## src/rtl/multi_8b_ctrl.sv

```systemverilog
// Operand front-end and result back-end for the multi_8b shift-add multiplier.
// Define MULT_SIGNED_EN to treat op_a/op_b as two's complement (sign applied on capture).
module multi_8b_ctrl #(
  parameter int TIMEOUT_CYC = 16
) (
  input  logic        clk,
  input  logic        rst,
  input  logic        in_valid,
  output logic        in_ready,
  input  logic [7:0]  op_a,
  input  logic [7:0]  op_b,
  output logic        mul_inicio,
  output logic [15:0] mul_multiplicando,
  output logic [7:0]  mul_multiplicador,
  input  logic [15:0] mul_produto,
  input  logic        mul_fim,
  output logic        out_valid,
  input  logic        out_ready,
  output logic [15:0] resultado,
  output logic        erro,
  output logic        ocupado
);

  typedef enum logic [1:0] {S_IDLE, S_START, S_WAIT, S_DONE} state_t;

  localparam logic [7:0] WD_LAST = 8'(TIMEOUT_CYC - 1);

  state_t      state_r, state_s;
  logic [7:0]  wd_r, wd_s;
  logic [7:0]  a_mag_r, b_mag_r;
  logic [7:0]  a_mag_s, b_mag_s;
  logic [15:0] prod_s;
  logic        in_ready_r, mul_inicio_r, ocupado_r, out_valid_r, erro_r;
  logic [15:0] resultado_r;

`ifdef MULT_SIGNED_EN
  logic neg_r;

  function automatic logic [7:0] mag8(input logic [7:0] v);
    mag8 = v[7] ? (8'd0 - v) : v;
  endfunction

  // Magnitudes go to the multiplier; the sign is re-applied at capture.
  always_comb begin
    a_mag_s = mag8(op_a);
    b_mag_s = mag8(op_b);
    if (neg_r) begin
      prod_s = 16'd0 - mul_produto;
    end else begin
      prod_s = mul_produto;
    end
  end

  // Sign of the product, captured together with the operands.
  always_ff @(posedge clk or posedge rst) begin
    if (rst) begin
      neg_r <= 1'b0;
    end else if (state_r == S_IDLE && in_valid) begin
      neg_r <= op_a[7] ^ op_b[7];
    end else begin
      neg_r <= neg_r;
    end
  end
`else
  // Unsigned operands pass straight through.
  always_comb begin
    a_mag_s = op_a;
    b_mag_s = op_b;
    prod_s  = mul_produto;
  end
`endif

  // Next-state and watchdog update.
  always_comb begin
    state_s = state_r;
    wd_s    = wd_r;
    case (state_r)
      S_IDLE: begin
        if (in_valid) state_s = S_START;
        else          state_s = S_IDLE;
      end
      S_START: begin
        state_s = S_WAIT;
        wd_s    = 8'd0;
      end
      S_WAIT: begin
        if (mul_fim) begin
          state_s = S_DONE;
        end else if (wd_r == WD_LAST) begin
          state_s = S_DONE;
          wd_s    = wd_r + 8'd1;
        end else begin
          state_s = S_WAIT;
          wd_s    = wd_r + 8'd1;
        end
      end
      S_DONE: begin
        if (out_ready) state_s = S_IDLE;
        else           state_s = S_DONE;
      end
      default: begin
        state_s = S_IDLE;
        wd_s    = 8'd0;
      end
    endcase
  end

  // State register; status outputs are registered from the next state.
  always_ff @(posedge clk or posedge rst) begin
    if (rst) begin
      state_r      <= S_IDLE;
      wd_r         <= 8'd0;
      in_ready_r   <= 1'b1;
      mul_inicio_r <= 1'b0;
      ocupado_r    <= 1'b0;
      out_valid_r  <= 1'b0;
    end else begin
      state_r      <= state_s;
      wd_r         <= wd_s;
      in_ready_r   <= (state_s == S_IDLE);
      mul_inicio_r <= (state_s == S_START);
      ocupado_r    <= (state_s != S_IDLE);
      out_valid_r  <= (state_s == S_DONE);
    end
  end

  // Operand latch on accept.
  always_ff @(posedge clk or posedge rst) begin
    if (rst) begin
      a_mag_r <= 8'd0;
      b_mag_r <= 8'd0;
    end else if (state_r == S_IDLE && in_valid) begin
      a_mag_r <= a_mag_s;
      b_mag_r <= b_mag_s;
    end else begin
      a_mag_r <= a_mag_r;
      b_mag_r <= b_mag_r;
    end
  end

  // Result capture: product on fim, zero with erro on watchdog expiry.
  always_ff @(posedge clk or posedge rst) begin
    if (rst) begin
      resultado_r <= 16'd0;
      erro_r      <= 1'b0;
    end else if (state_r == S_WAIT && mul_fim) begin
      resultado_r <= prod_s;
      erro_r      <= 1'b0;
    end else if (state_r == S_WAIT && wd_r == WD_LAST) begin
      resultado_r <= 16'd0;
      erro_r      <= 1'b1;
    end else begin
      resultado_r <= resultado_r;
      erro_r      <= erro_r;
    end
  end

  assign in_ready          = in_ready_r;
  assign mul_inicio        = mul_inicio_r;
  assign ocupado           = ocupado_r;
  assign out_valid         = out_valid_r;
  assign resultado         = resultado_r;
  assign erro              = erro_r;
  assign mul_multiplicando = {8'd0, a_mag_r};
  assign mul_multiplicador = b_mag_r;

endmodule

```

## config.mk

```make
export PLATFORM = sky130hd
export DESIGN_NAME = multi_8b_ctrl
export DESIGN_NICKNAME = d
export VERILOG_FILES = /design/src/rtl/multi_8b_ctrl.sv
export SDC_FILE = /design/constraint.sdc
export NUM_CORES = 1
export LEC_CHECK = 0
export ABC_AREA = 1
export ABC_CLOCK_PERIOD_IN_PS = 2000
export CORE_MARGIN = 5
export CORE_UTILIZATION = 44
export DETAILED_ROUTE_END_ITERATION = 10
export PLACE_DENSITY = 0.9
export SYNTH_ARGS = -nofsm -noshare
export SYNTH_HDL_FRONTEND = slang
export SYNTH_SLANG_ARGS = --single-unit
```

## constraint.sdc

```tcl
create_clock -name clk -period 2 [get_ports clk]
set_clock_uncertainty 0.05 [all_clocks]
set_input_delay 0.4 -clock clk [delete_from_list [all_inputs] [get_ports clk]]
set_output_delay 0.4 -clock clk [all_outputs]
set_load 0.005 [all_outputs]
```

==> results.json <==
{
  "ios": 82,
  "cts_setup_buffers": 0,
  "ant_nets": 0,
  "dp_hpwl_um": 3730,
  "rsz0062_at_grt": "no",
  "drive_gt1_share_pct": 14.8,
  "grt_antenna_before_repair": 0,
  "fmaxAchievable_mhz": 569,
  "start_util_pct": 46.1,
  "cts_resized": 0,
  "dr.pass1.iters": 4,
  "worstPathCellList": "clkdlybuf4s50_1",
  "path_delay_family": "flip-flops",
  "cts_max_path_buffers": 2,
  "root_buffer": "clkbuf_8",
  "core_area_sq_mm": 0.00479,
  "crit_buf_inv": 1,
  "grtUsageTotal_pct": 16.5,
  "yosysSeqAreaShare_pct": 53.3,
  "remaining_drc_errors": 0,
  "vias_per_cell": 4.72,
  "numCtsBuffers": 5,
  "fin_crit_sh_pct": 87.8,
  "cp_slowest_cell": "dfstp_2",
  "syn_area_sq_mm": 0.00221,
  "synth.avg_cell_area_sq_um": 9.13,
  "first_global_vias": 1825,
  "netlist_instances": 242,
  "nets": 355,
  "final_util_pct": 64.2,
  "clkTransAtPathRegs_ns": 0.09,
  "tns_ns": 0,
  "dieHeight_um": 80.8,
  "p_leak_nw": 1.50,
  "hold_class": "input port to asynchronous set/reset pin",
  "cap_violations": 0,
  "regArea_sq_mm": 0.00118,
  "num_rows": 25,
  "gp_congestion": 0.787,
  "grt_pass1_wl_um": 8520,
  "multi_input_area_sq_um": 866,
  "ir_worst_vdd_mv": 0.734,
  "drv_slew": 0,
  "io_buffers": 73,
  "cp_max_fo": 1,
  "worst_setup_path_end_kind": "output pin",
  "area_growth_pct": 39.1,
  "cts_tree": "built",
  "hold_violations": 0,
  "powerDensity_mw_per_mm2": 1280,
  "synth_cell_types": 25,
  "yosysWarnings": 0,
  "diodes": 0,
  "vias": 1817,
  "fillers": 378,
  "ys_ff_latch": 47,
  "htree_num_levels": 2,
  "wl_per_cell_um": 13.3,
  "required_ns": 1.55,
  "arrival_ns": 1.31,
  "drt-total-wl_um": 5130,
  "drt_iter0_markers": 120,
  "max_stage_delay_ns": 0.52,
  "status": "complete, no violations",
  "dieArea_sq_mm": 0.00654,
  "grt_max_degree": 48,
  "period_needed_ns": 1.76,
  "critPathKind": "flop to output pin",
  "clk_latency_ns": 0.30,
  "cts.sinks": 47,
  "grt_overflow": 0,
  "start_kind": "flop",
  "die_x_um": 80.8,
  "setup_violations": 0,
  "ctsHoldBuffers": 0
}
==> sequential cells by signal, indices dropped and copies added, names as in the netlist <==
register           flops
a_mag_r                8
erro                   1
in_ready               1
mul_inicio             1
mul_multiplicador      8
ocupado                1
out_valid              1
resultado             16
state_r                2
wd_r                   8
==> per-layer routing <==
layer	track usage, %	vias to the layer above	wire length (um)
met1	20.7	843	2120
li1	-	904	-
met4	3.72	0	50
met5	0	-	0
met3	5.65	6	387
met2	27.7	64	2570
==> worst paths after layout <==
path                                                        from                                to  slack, ns  depth (start not counted)
worst min register to register  mul_multiplicador[1]$_DFFE_PP0P_  mul_multiplicador[1]$_DFFE_PP0P_       0.44                          2
worst min-delay path                                         rst          resultado[2]$_DFFE_PP0P_       0.39                          3
worst max register to register               wd_r[0]$_DFFE_PP0P_         resultado[10]$_DFFE_PP0P_       0.33                          7
min in group clk                mul_multiplicador[1]$_DFFE_PP0P_  mul_multiplicador[1]$_DFFE_PP0P_       0.44                          2
worst max-delay path                          in_ready$_DFF_PP1_                          in_ready       0.24                          1
max in group asynchronous                                    rst                in_ready$_DFF_PP1_       1.24                          3
==> stage by stage <==
step,cell area [sq um],worst slack [ns],total power (W),hold WS (ns),cells
final,3070,0.243,0.00392,0.389,385
after global routing,3070,0.200,0.00421,0.411,385
after CTS,3070,0.228,0.00396,0.395,385
after detailed placement,2980,0.282,0.00338,0.420,377
after global placement,2980,0.357,0.00332,0.413,377
after floorplan,2230,0.436,0.00246,0.422,249
==> power by group <==
group          leakage (nW)  switching (W)  internal (W)
Combinational         0.853       0.000795      0.000938
Sequential            0.595       0.000272       0.00134
Clock                0.0483       0.000325      0.000246
==> synthesized netlist by cell type (all sizes together) <==
cell,count,area [sq um]
a21oi,3,15.0
inv,15,56.3
dfstp,1,26.3
dfrtp,46,1150
nor2,10,56.3
buf,17,131
nand4,6,50.0
nand3,44,318
nand2,94,365
ha,1,12.5
conb,1,3.75
clkbuf,1,3.75
o21ai,3,18.8
==> cell type report <==
class / instances / share of cell area (%)
Clock buffer: 5 / 2.24
Timing Repair Buffer: 79 / 26.1
Clock inverter: 3 / 0.611
Sequential cell: 47 / 38.3
Tap cell: 67 / 2.73
Multi-Input combinational cell: 169 / 28.2
Inverter: 15 / 1.83
==> cells in the final DEF, fill, tap and decap left out, types with 5 or more instances in the layout <==
cell type         n
nor2_1            8
conb_1            8
clkdlybuf4s50_1  73
nand2_1          91
nand3_2          17
clkbuf_8          5
dfrtp_1          46
inv_1             9
nand3_1          26
inv_2             6
==> cell families (layout without fill, tap and decap cells) <==
group                    after synthesis  count (layout)  synth area share (%)
AND/OR/NAND/NOR                      154             154                  35.8
other                                  1               8                 0.170
adder cells (fa/ha/maj)                1               1                 0.566
AO/OA/AOI/OAI                          6               6                  1.53
flip-flops                            47              47                  53.3
buffers and inverters                 33             102                  8.67
No activity file was read; power rests on OpenSTA's default activity.
